**config.mk**
```make
export PLATFORM = sky130hd
export DESIGN_NAME = uart_bus_ctrl
export DESIGN_NICKNAME = d
export VERILOG_FILES = /design/src/rtl/uart_bus_ctrl.sv
export SDC_FILE = /design/constraint.sdc
export NUM_CORES = 1
export LEC_CHECK = 0
export CORE_MARGIN = 2
export CORE_UTILIZATION = 40
export CTS_CLUSTER_DIAMETER = 60
export CTS_CLUSTER_SIZE = 8
export DETAILED_ROUTE_END_ITERATION = 12
export GPL_TIMING_DRIVEN = 0
export PLACE_DENSITY = 0.88
export SETUP_SLACK_MARGIN = 0.5
export SLEW_MARGIN = 20
export SYNTH_ARGS = -nofsm -noshare
export SYNTH_HDL_FRONTEND = slang
export SYNTH_SLANG_ARGS = --single-unit
```
**constraint.sdc**
```tcl
create_clock -name sysclk -period 2.63 [get_ports sysclk]
set_clock_uncertainty 0.05 [all_clocks]
set_input_delay 0.526 -clock sysclk [delete_from_list [all_inputs] [get_ports sysclk]]
set_output_delay 0.526 -clock sysclk [all_outputs]
set_load 0.005 [all_outputs]
```
**src/rtl/uart_bus_ctrl.sv**
```systemverilog
// Memory-mapped UART front end: CPU register file (TXD/RXD/CON), an RX byte FIFO and
// a TX handshake state machine with one byte of holding buffer.
module uart_bus_ctrl #(
    parameter int unsigned RX_DEPTH = 4,
    parameter logic [31:0] BASE     = 32'h40000018
) (
    input  logic        sysclk,
    input  logic        reset,
    input  logic [31:0] addr,
    input  logic [31:0] wdata,
    input  logic        wr,
    input  logic        rd,
    output logic [31:0] rdata,
    input  logic [7:0]  rx_data,
    input  logic        rx_valid,
    input  logic        tx_busy,
    output logic [7:0]  tx_data,
    output logic        tx_start,
    output logic        irq
);

    localparam int unsigned PW = $clog2(RX_DEPTH);
    localparam logic [PW:0] FULL_CNT = (PW + 1)'(RX_DEPTH);

    localparam logic [1:0] IDLE      = 2'd0;
    localparam logic [1:0] START     = 2'd1;
    localparam logic [1:0] WAIT_ACK  = 2'd2;
    localparam logic [1:0] WAIT_DONE = 2'd3;

    logic [7:0]    fifo_q [RX_DEPTH];
    logic [PW-1:0] wr_ptr_q, rd_ptr_q;
    logic [PW:0]   count_q;
    logic          rx_ie_q, tx_ie_q, tx_done_q, rx_ovr_q, tx_full_q;
    logic [7:0]    hold_q, tx_data_q;
    logic [1:0]    state_q, state_d;

    logic sel_txd, sel_rxd, sel_con;
    logic rx_avail, rx_full, pop, push, ovr_set;
    logic con_we, txd_accept, tx_done_set, start_tx;
    logic [31:0] con_val;

    assign sel_txd = (addr == BASE);
    assign sel_rxd = (addr == BASE + 32'd4);
    assign sel_con = (addr == BASE + 32'd8);

    assign rx_avail = (count_q != '0);
    assign rx_full  = (count_q == FULL_CNT);
    assign pop      = rd & sel_rxd & rx_avail;
    // A pop in the same cycle frees the slot, so a full FIFO still accepts the byte.
    assign push     = rx_valid & (~rx_full | pop);
    assign ovr_set  = rx_valid & rx_full & ~pop;

    assign con_we      = wr & sel_con;
    assign txd_accept  = wr & sel_txd & ~tx_full_q;
    assign tx_done_set = (state_q == WAIT_DONE) & ~tx_busy;
    assign start_tx    = (state_q == IDLE) & (state_d == START);

    assign con_val = {26'b0, rx_ovr_q, tx_full_q, rx_avail, tx_done_q, tx_ie_q, rx_ie_q};

    always_comb begin
        rdata = 32'b0;
        if (rd) begin
            if (sel_txd)                  rdata = {24'b0, hold_q};
            else if (sel_rxd && rx_avail) rdata = {24'b0, fifo_q[rd_ptr_q]};
            else if (sel_con)             rdata = con_val;
        end
    end

    always_ff @(posedge sysclk) begin
        if (push) fifo_q[wr_ptr_q] <= rx_data;
    end

    always_ff @(posedge sysclk or posedge reset) begin
        if (reset) begin
            wr_ptr_q <= '0;
            rd_ptr_q <= '0;
            count_q  <= '0;
        end else begin
            if (push) wr_ptr_q <= wr_ptr_q + PW'(1);
            if (pop)  rd_ptr_q <= rd_ptr_q + PW'(1);
            if (push && !pop)      count_q <= count_q + (PW + 1)'(1);
            else if (pop && !push) count_q <= count_q - (PW + 1)'(1);
        end
    end

    // TXD write while idle goes straight to START so tx_start follows the write by one cycle.
    always_comb begin
        state_d = state_q;
        case (state_q)
            IDLE:      if (!tx_busy && (tx_full_q || txd_accept)) state_d = START;
            START:     state_d = WAIT_ACK;
            WAIT_ACK:  if (tx_busy) state_d = WAIT_DONE;
            WAIT_DONE: if (!tx_busy) state_d = IDLE;
            default:   state_d = IDLE;
        endcase
    end

    always_ff @(posedge sysclk or posedge reset) begin
        if (reset) begin
            state_q   <= IDLE;
            hold_q    <= 8'b0;
            tx_data_q <= 8'b0;
            tx_full_q <= 1'b0;
            rx_ie_q   <= 1'b0;
            tx_ie_q   <= 1'b0;
            tx_done_q <= 1'b0;
            rx_ovr_q  <= 1'b0;
        end else begin
            state_q <= state_d;
            if (txd_accept) hold_q <= wdata[7:0];
            if (start_tx)   tx_data_q <= tx_full_q ? hold_q : wdata[7:0];
            if (txd_accept)             tx_full_q <= 1'b1;
            else if (state_q == START)  tx_full_q <= 1'b0;
            if (con_we) begin
                rx_ie_q <= wdata[0];
                tx_ie_q <= wdata[1];
            end
            // Set events win over a coincident write-1-to-clear.
            if (tx_done_set)              tx_done_q <= 1'b1;
            else if (con_we && wdata[2])  tx_done_q <= 1'b0;
            if (ovr_set)                  rx_ovr_q <= 1'b1;
            else if (con_we && wdata[5])  rx_ovr_q <= 1'b0;
        end
    end

    assign tx_data  = tx_data_q;
    assign tx_start = (state_q == START);
    assign irq      = (rx_ie_q & rx_avail) | (tx_ie_q & tx_done_q);

endmodule

```
Word level (Yosys, flattened, before mapping)
Memory sizes are Yosys's and may differ from the RTL's.
Index checks and enable logic that the tools add are counted.
{"block": "op_classes", "addsub": 4, "multipliers": 0, "div_mod_pow": 0, "magnitude_cmp": 0, "n_eq_ne": 8, "shift": 0, "mux": 19, "bitwise_logic": 18, "n_reduce_logical": 16}
{"operator": "== test 32 x 31 -> 1 bit, second input constant", "n": 3}
{"operator": "2-to-1 mux 8 bit", "n": 4}
{"operator": "AND 1 bit", "n": 12}
{"operator": "2-to-1 mux 1 bit", "n": 8}
{"operator": "one-hot mux 2 bit (4 select lines)", "n": 1}
{"operator": "nonzero test 2 bit", "n": 4}
{"operator": "logical AND 1 bit", "n": 6}
{"operator": "2-to-1 mux 2 bit", "n": 3}
{"operator": "2-to-1 mux 3 bit", "n": 2}
{"operator": "2-to-1 mux 6 bit", "n": 1}
{"operator": "adder 2 x 1 -> 2 bit, second input constant", "n": 2}
{"operator": "== test 2 x 1 -> 1 bit, second input constant", "n": 2}
{"operator": "== test 2 bit, second input constant", "n": 2}
{"operator": "inverter 1 bit", "n": 4}
{"operator": "adder 3 x 1 -> 3 bit, second input constant", "n": 1}
{"operator": "== test 3 bit, second input constant", "n": 1}
{"operator": "zero test 1 bit", "n": 3}
{"operator": "nonzero test 3 bit", "n": 1}
{"operator": "subtractor 3 x 1 -> 3 bit, second input constant", "n": 1}
{"operator": "zero test 2 bit", "n": 1}
{"operator": "OR 1 bit", "n": 2}
{"operator": "logical OR 1 bit", "n": 1}
{"block": "totals", "ff_bits": 30, "latch_bits": 0, "mem_bits_rw": 32, "mem_bits_ro": 0, "out_inout_bits": 42, "word_cells": 77, "mem_count": 1}
{"memory": "fifo_q", "words": 4, "width": 8, "read_ports": 1, "rd_clocked_by_memory_dff": 0, "wr": 1, "line_no": "30", "rtl": "logic [7:0] fifo_q [RX_DEPTH];"}

Longest topological paths before layout
Gate-level depths: netlist of the first run.
{"block": "logic_depth", "word_depth": 9, "depth_mapped": 12, "mapped_depth_nobuf": 10}

Worst setup path before layout of the first run
OpenSTA, ideal clock, no wires.
{"block": "synth_timing", "path_kind": "input port to flip-flop", "startpoint": "input port addr[12]", "endpoint": "register count_q[2]", "setup_time_ps": 79, "arrival_ps": 2965, "slack_ps": -464, "cell_stages": 11, "n_path_buf": 1, "cell_sequence": "or4_4 nand3b_4 or4_1 buf_2 a21boi_4 ha_1 inv_1 fa_1 xor2_1 nor2_1 xor2_1"}
{"block": "synth_between", "elab_chain_cells": 8}
{"item": "start: declaration", "line_no": "9", "rtl": "input logic [31:0] addr,"}
{"item": "== test 32 x 31 -> 1 bit (*)", "line_no": "43", "rtl": "assign sel_rxd = (addr == BASE + 32'd4);"}
{"item": "AND 1 bit (*) (2 in a row)", "line_no": "48", "rtl": "assign pop = rd & sel_rxd & rx_avail;"}
{"item": "OR 1 bit (*)", "line_no": "50", "rtl": "assign push = rx_valid & (~rx_full | pop);"}
{"item": "AND 1 bit (*)", "line_no": "50"}
{"item": "named net push", "line_no": "38", "rtl": "logic rx_avail, rx_full, pop, push, ovr_set;"}
{"item": "zero test 1 bit", "line_no": "82", "rtl": "else if (pop && !push) count_q <= count_q - (PW + 1)'(1);"}
{"item": "logical AND 1 bit", "line_no": "82"}
{"item": "nonzero test 2 bit (no line)"}
{"item": "end signal: assignment", "line_no": "81", "rtl": "if (push && !pop) count_q <= count_q + (PW + 1)'(1);"}
{"item": "end signal: assignment", "line_no": "82"}
{"item": "end: declaration", "line_no": "32", "rtl": "logic [PW:0] count_q;"}
The timed path passes the listed nets; every way through them passes the cells marked *.
A chain may end at the register's enable or synchronous reset.

Worst setup path after layout of the first run
{"block": "layout_timing", "startpoint": "input port addr[29]", "endpoint": "register count_q[2]"}
Same word-level chain as after synthesis.

==> results.md, run 1 <==
* Total CTS buffers at 9
* YS warnings at 0
* Number of setup violations in the final report at 21
* Floorplan die height at between 90 and 100 µm
* GR Util All Layers at 19.2%
* Final GP Congestion at approximately 0.76
* Cell-by-cell listing of the critical path: clkdlybuf4s15_1 -> nor4_4 -> nand4_1 -> buf_4 -> or4_4 -> buf_6 -> a21boi_4 -> ha_4 -> inv_2 -> fa_2 -> xor2_2 -> nor2_1 -> xor2_1
* Endpoint kind of the worst setup timing path: register
* Floorplan row count at 32
* Number of port buffers at 70
* Clock tree from TritonCTS: done
* Cell class contributing the biggest share of worst-path delay: simple AND/OR/NAND/NOR gates
* Floorplan Core Area at about 7600 µm²
* I/O pin count at 120
* Full die area at about 8500 µm²
* Area growth, synth to finish at 50.5%
* WP data required at ~2900 ps
* Largest area contributor in the synthesized netlist: sky130_fd_sc_hd__edfxtp_1
* Placement Cell Area at just over 4000 µm²
* Detailed placer's ending HPWL at a little over 5 mm
* Met2 demand-to-capacity share in global routing at around a third
* Routed length per placed instance at around 18 µm
* Startpoint-to-endpoint class of the critical path: input port to register
* Antenna diodes at 0
* Setup repair after global routing missed its margin: yes
* Final setup slack of the worst path at -265 ps
* Area fraction of the dominant cell type after synthesis at 30.8%
* Total via count after detailed routing at between 2000 and 2500
* Cell Area, Synth at 3120 µm²
* Peak Freq at approximately 350 MHz
* Setup crit start kind: input port
* Destination of the worst hold path: count_q[2]
* Largest net degree at the start of global routing at 31
* Reg-to-reg critical path startpoint: count_q[2]
* Data arrival time of the critical path at between 3000 and 4000 ps
* Worst Reg-to-Reg Cells at 11
* Sum of internal, switching and leakage power at roughly 0.0031 W
* Slew at the pin with the worst max-slew slack at slightly above 600 ps
* Share of final-layout standard cells stronger than drive strength 1 at 46.6%
* Max stage delay on crit path at around 480 ps
* Largest voltage drop on the vdd net at 334 µV
* Leading post-synthesis cells by instance count: 32 x sky130_fd_sc_hd__edfxtp_1, 30 x sky130_fd_sc_hd__dfrtp_1, 25 x sky130_fd_sc_hd__mux2_2
* Clk buf depth at 2
* Area used by multi-input combinational logic at between 1500 and 2000 µm²
* Beginning of the worst hold path: count_q[2]
* Synth unique cells at 45
* Post-synth EDFFs at 32
* Worst path bufs/invs at 4
* Vias per cell at around 5.0
* Max-capacitance violation count at 0
* Register area share after synthesis at about 55%
* Internal reg-to-reg setup slack at about 90 ps
* Post-Route WL at around 8.4 mm
* Ys async rst share at 48.4%
* Fillers at approximately 530
* DRC violation count after routing at 0
* First-pass iteration count of the detailed router at 5
* Layer with the highest usage after global routing: met2
* Post-synthesis area per instance at between 10 and 15 µm²
* Result of the run: finished with violations
* Final ANT Viol Nets at 0
* Cell count after synthesis at around 230
* Yosys reg bits at slightly above 60
* Max Transition Viols Final at 0
* Initial core utilization at between 40% and 50%
* Clock tree root driver cell: sky130_fd_sc_hd__clkbuf_8
* Kind of path behind the tightest hold check: register to register
* Met1 track utilization from global routing at 21.3%
* CTS Sinks at 62
* Total grt overflow at 0
* Antenna violations before repair at 0
* Worst Hold Depth at 1
* Clock latency at the later pin of the worst-skew pair at roughly 340 ps
* Width of the die at slightly above 90 µm
* Leakage power total at between 2 and 2.5 nW
* Combined flip-flop and latch cell area at about 1700 µm²
* Vias in the first global route at between 2000 and 2500
* Cell area after layout at ~4700 µm²
* First-iteration detailed-routing DRC count at 179
* Final period util at 110%
* Final-layout worst hold slack at ~450 ps
* Tmin final at 2890 ps
* Flip-flop cell with the highest count after synthesis: sky130_fd_sc_hd__edfxtp_1
* Peak fanout along the critical path at 3
* CP max-delay cell: sky130_fd_sc_hd__or4_4
* Violations in the final reports: negative setup slack
* End-of-flow core utilization at between 60% and 70%
* Most frequent cell after synthesis: sky130_fd_sc_hd__edfxtp_1
* Clock slew at reported path FFs at around 60 ps
* H-tree level count at 3
* Number of endpoints with negative hold slack in the final report at 0
* Capture point of the worst reg-to-reg path: count_q[2]
* Synth area leaders: sky130_fd_sc_hd__edfxtp_1 31%, sky130_fd_sc_hd__dfrtp_1 24%, sky130_fd_sc_hd__mux2_2 9.0%, sky130_fd_sc_hd__buf_4 5.8%, sky130_fd_sc_hd__mux4_2 5.8%
* Slew headroom at 58.4%
* Wire length of the first global-routing pass at ~12 mm
* Met3 global-route usage at 5.29%
* # nets final at between 400 and 500
* Total power divided by cell area at roughly 670 nW/µm²
[final cells by class]
class / count / share of cell area [%]
Buffer: 32 / 5.16
Clock buffer: 10 / 2.71
Clock inverter: 6 / 1.12
Inverter: 7 / 0.559
Multi-Input combinational cell: 147 / 32.1
Sequential cell: 62 / 36.4
Tap cell: 102 / 2.71
Timing Repair Buffer: 101 / 19.2
[worst max-delay path by stage]
stage	from	endpoint	cells after the start
floorplan	addr[12]	count_q[2]	11
global placement	addr[12]	rdata[5]	6
detailed placement	addr[18]	rdata[4]	6
CTS	addr[1]	count_q[2]	12
global route	addr[29]	count_q[2]	13
finish	addr[29]	count_q[2]	13
[layer usage]
layer / share of wire, % / vias up
li1: - / 1062
met1: 36 / 1138
met2: 51 / 120
met3: 8.6 / 28
met4: 3.8 / 0
met5: 0 / -
[cell usage in the layout, fill, tap and decap left out, types with 3 or more instances in the layout]
| cell type | instances |
|---|---|
| sky130_fd_sc_hd__o21ai_0 | 6 |
| sky130_fd_sc_hd__clkbuf_1 | 4 |
| sky130_fd_sc_hd__clkinv_2 | 3 |
| sky130_fd_sc_hd__xnor2_1 | 3 |
| sky130_fd_sc_hd__clkdlybuf4s15_1 | 4 |
| sky130_fd_sc_hd__mux4_2 | 8 |
| sky130_fd_sc_hd__nand2_1 | 7 |
| sky130_fd_sc_hd__inv_1 | 5 |
| sky130_fd_sc_hd__nor2_1 | 6 |
| sky130_fd_sc_hd__dfrtp_1 | 29 |
| sky130_fd_sc_hd__nand3_1 | 3 |
| sky130_fd_sc_hd__ha_1 | 4 |
| sky130_fd_sc_hd__dlygate4sd2_1 | 10 |
| sky130_fd_sc_hd__clkbuf_2 | 4 |
| sky130_fd_sc_hd__mux2_4 | 18 |
| sky130_fd_sc_hd__conb_1 | 24 |
| sky130_fd_sc_hd__a21oi_1 | 7 |
| sky130_fd_sc_hd__o211a_1 | 6 |
| sky130_fd_sc_hd__buf_4 | 43 |
| sky130_fd_sc_hd__edfxtp_1 | 32 |
| sky130_fd_sc_hd__buf_6 | 17 |
| sky130_fd_sc_hd__clkbuf_8 | 10 |
| sky130_fd_sc_hd__clkdlybuf4s50_1 | 30 |
| sky130_fd_sc_hd__mux2_2 | 9 |
| sky130_fd_sc_hd__buf_2 | 16 |
| sky130_fd_sc_hd__and2_4 | 4 |
| sky130_fd_sc_hd__nor4_4 | 7 |
[power breakdown]
part | total [W] | switching (W) | internal (W)
clock | 0.000783 | 0.000357 | 0.000426
sequential | 0.00138 | 0.000116 | 0.00126
combinational | 0.000986 | 0.000398 | 0.000588
[logic make-up after synthesis]
family                     synth area share [%]
buffers and inverters                      7.65
other                                     0.120
adders and majority gates                  2.64
DFF                                        54.8
AOI/OAI and AO/OA                          6.81
muxes                                      15.9
and+or+nand+nor                            10.5
xor gates and xnor gates                   1.68
[metrics by stage]
stage                     setup TNS, ps  std cells  setup WS, ps
after floorplan                    -758        248          -389
after global placement           -39360        420         -1080
after detailed placement         -48260        420         -1140
after CTS                         -1420        459          -253
after global routing              -4410        467          -401
final                             -1400        467          -265
[repair_timing]
item / CTS / global route
gates cloned: 1 / 0
buffers inserted: 22 / 8
hold buffers: 0 / 0
endpoints found under the setup margin: 70 / 69
pin swaps: 29 / 26
resized for setup: 141 / 26
[registers in the layout, indices dropped and copies added, names as in the netlist]
name / count
tx_ie_q: 1
tx_data: 8
hold_q: 8
tx_done_q: 1
rx_ovr_q: 1
rd_ptr_q: 2
state_q: 2
fifo_q: 32
wr_ptr_q: 2
tx_full_q: 1
rx_ie_q: 1
count_q: 3
Power figures use the tool's default switching activity.
==> run 2, diff against run 1 <==
CORE_MARGIN = default   (was 2)
==> run 2 against run 1 <==
Compared with the run above: the flow still finishes with violations (negative setup slack); combinational power is 9.5% lower; worst hold slack gained 0.89 ps; first-iteration DRC count shrank 26%; wire length shrank 8.8%; global-route usage up 0.49 points; cell area down 2.1%; critical path type unchanged.
==> results.md, run 2 (same netlist as run 1, synthesis figures left out) <==
* Result of the run: finished with violations
* Violations in the final reports: negative setup slack
* Worst Reg-to-Reg Cells at 11 (unchanged)
* Clock tree from TritonCTS: done
* Data arrival time of the critical path at 3040 ps (-70 ps)
* DRC violation count after routing at 0 (unchanged)
* Detailed placer's ending HPWL at 5.25 mm (+1.8%)
* Post-Route WL at 7.63 mm (-8.8%)
* Share of final-layout standard cells stronger than drive strength 1 at 45.8% (-0.74 points)
* Area growth, synth to finish at 47.3%
* Vias per cell at 5.03 (+0.14%)
* Kind of path behind the tightest hold check: register to register
* Cell-by-cell listing of the critical path: buf_2 -> or4_4 -> nand3b_4 -> or4_4 -> buf_6 -> a21boi_4 -> ha_4 -> inv_2 -> fa_2 -> xor2_1 -> nor2_1 -> xor2_1
* Total via count after detailed routing at 2311 (-1.6%)
* Internal reg-to-reg setup slack at 0 ps (-90 ps)
* Vias in the first global route at 2448 (+2.6%)
* Max stage delay on crit path at 530 ps (+50 ps)
* CTS Sinks at 62 (unchanged)
* Clock latency at the later pin of the worst-skew pair at 330 ps (about the same)
* Final setup slack of the worst path at -206 ps (+58.9 ps)
* Final GP Congestion at 0.750 (-1.8%)
* # nets final at 439 (-1.1%)
* H-tree level count at 3 (unchanged)
* Final ANT Viol Nets at 0 (unchanged)
* Setup slack after placement at -1060 ps (+83.5 ps)
* Largest voltage drop on the vdd net at 575 µV (+73%)
* Peak Freq at 353 MHz (+2.1%)
* Max Transition Viols Final at 0 (unchanged)
* Placement Cell Area at 4130 µm² (about the same)
* Worst Hold Depth at 1 (unchanged)
* First-pass iteration count of the detailed router at 4 (-1)
* Clock tree root driver cell: sky130_fd_sc_hd__clkbuf_8
* Leading cell types in the layout, fill and taps excluded: 41 x sky130_fd_sc_hd__buf_4, 32 x sky130_fd_sc_hd__edfxtp_1, 30 x sky130_fd_sc_hd__clkdlybuf4s50_1, 29 x sky130_fd_sc_hd__dfrtp_1, 24 x sky130_fd_sc_hd__conb_1
* Worst path bufs/invs at 3 (-1)
* Share of total power in the clock network at 23.8% (-1.1 points)
* Slew at the pin with the worst max-slew slack at 647 ps (+23.9 ps)
* Switching Fraction at 28.1% (+0.41 points)
* Leakage power total at 2.03 nW (-1.6%)
* Startpoint-to-endpoint class of the critical path: input port to register
* Setup crit start kind: input port
* Tmin final at 2840 ps (-58.9 ps)
* Number of setup violations in the final report at 9 (-57%)
* Cell Count, Final, Fillers Out at 459 (-1.7%)
* Endpoint kind of the worst setup timing path: register
* Total CTS buffers at 9 (unchanged)
* Routed length per placed instance at 16.6 µm (-7.2%)
* Clk buf depth at 2 (unchanged)
* Total grt overflow at 0 (unchanged)
* Largest Register: fifo_q
* First-iteration detailed-routing DRC count at 132 (-26%)
* Floorplan row count at 31 (-3.1%)
* GR Util All Layers at 19.7% (+0.49 points)
* Crit path depth at 12 (-1)
* Combinational fraction of design power at 29.7% (-1.6 points)
* Slew headroom at 56.8% (-1.6 points)
* Internal at 0.00216 W (-5.3%)
* Floorplan die height at 90.4 µm (-2.2%)
* Cell area after layout at 4600 µm² (-2.1%)
* Switching Power at 0.000843 W (-3.3%)
* Number of flip-flops under the largest register name at 32 (unchanged)
* Setup repair after global routing missed its margin: yes
* Total power divided by cell area at 652 nW/µm² (-2.6%)
* Floorplan Core Area at 7410 µm² (-3.1%)
* Sum of internal, switching and leakage power at 0.00300 W (-4.7%)
* Cell count after placement at 417 (-0.71%)
* Number of port buffers at 70 (unchanged)
* WP data required at 2830 ps (-20 ps)
* Number of endpoints with negative hold slack in the final report at 0 (unchanged)
* Portion of total power attributed to sequential cells at 46.5% (+2.7 points)
* Clock slew at reported path FFs at 70 ps (about the same)
* Cell class contributing the biggest share of worst-path delay: simple AND/OR/NAND/NOR gates
* CP max-delay cell: sky130_fd_sc_hd__or4_4
* Wire length of the first global-routing pass at 12.3 mm (+1.8%)
* Antenna diodes at 0 (unchanged)
* Antenna violations before repair at 0 (unchanged)
* Full die area at 8170 µm² (-4.3%)
* Max-capacitance violation count at 0 (unchanged)
* Final period util at 108% (-2.2 points)
* I/O pin count at 120 (unchanged)
* Leading cell type in the layout, fill and taps excluded: sky130_fd_sc_hd__buf_4
* Largest net degree at the start of global routing at 31 (unchanged)
* Initial core utilization at 42.2% (+1.3 points)
* Width of the die at 90.4 µm (-2.2%)
* Final-layout worst hold slack at 452 ps (+0.891 ps)
* Peak fanout along the critical path at 3 (unchanged)
## run 2: metal layers
metal / wire length, µm / vias up / global-route usage [%]
met5: 0 / - / 0
met4: 187 / 0 / 10.8
met3: 531 / 15 / 4.80
met2: 3950 / 115 / 35.1
met1: 2960 / 1131 / 21.6
li1: - / 1050 / -
## run 2: timing repair
action,4_1_cts,5_1_grt
pin swaps,32,24
setup buffers,24,2
setup endpoints to repair,69,65
hold endpoints to repair,0,0
gates resized for setup,149,20
hold buffers,0,0
## run 2: worst paths after layout
path / startpoint / to
max: addr[14] / count_q[2]
min: count_q[2] / count_q[2]
max reg2reg: count_q[0] / count_q[2]
min reg2reg: count_q[2] / count_q[2]
max in group asynchronous: reset / state_q[0]
min in group asynchronous: reset / tx_ie_q
## run 2: power groups by stage
stage | clock, W | sequential (W) | combinational (W)
final | 0.000713 | 0.00139 | 0.000892
after global routing | 0.000772 | 0.00142 | 0.000970
after CTS | 0.000728 | 0.00140 | 0.000879
after detailed placement | 0 | 0.00142 | 0.000801
after global placement | 0 | 0.00139 | 0.000767
after floorplan | 0 | 0.00138 | 0.000468
## run 2: cell type report
cell class	instances	area, µm²
flip-flops and latches	62	1710
repair buffers	96	845
clock buffers	12	145
inverters	7	26.3
plain buffers	32	249
clock inverters	4	22.5
well taps	99	124
multi-input cells	147	1480
fillers	544	2810
## run 2: worst register-to-register path, cell delays in order (launching register included)
cell and delay, ps:
sky130_fd_sc_hd__dfrtp_1 440, sky130_fd_sc_hd__or3_4 190, sky130_fd_sc_hd__nand3_1 80, sky130_fd_sc_hd__or4_4 540, sky130_fd_sc_hd__buf_6 140, sky130_fd_sc_hd__a21boi_4 160, sky130_fd_sc_hd__ha_4 160, sky130_fd_sc_hd__inv_2 30
sky130_fd_sc_hd__fa_2 330, sky130_fd_sc_hd__xor2_1 140, sky130_fd_sc_hd__nor2_1 130, sky130_fd_sc_hd__xor2_1 160
## run 2: per-stage QoR
step / TNS (ps) / util, %
6_report: -1350 / 62.1
5_1_grt: -2090 / 62.1
4_1_cts: -1300 / 61.2
3_5_place_dp: -42840 / 55.7
3_3_place_gp: -40040 / 55.7
2_1_floorplan: -758 / -
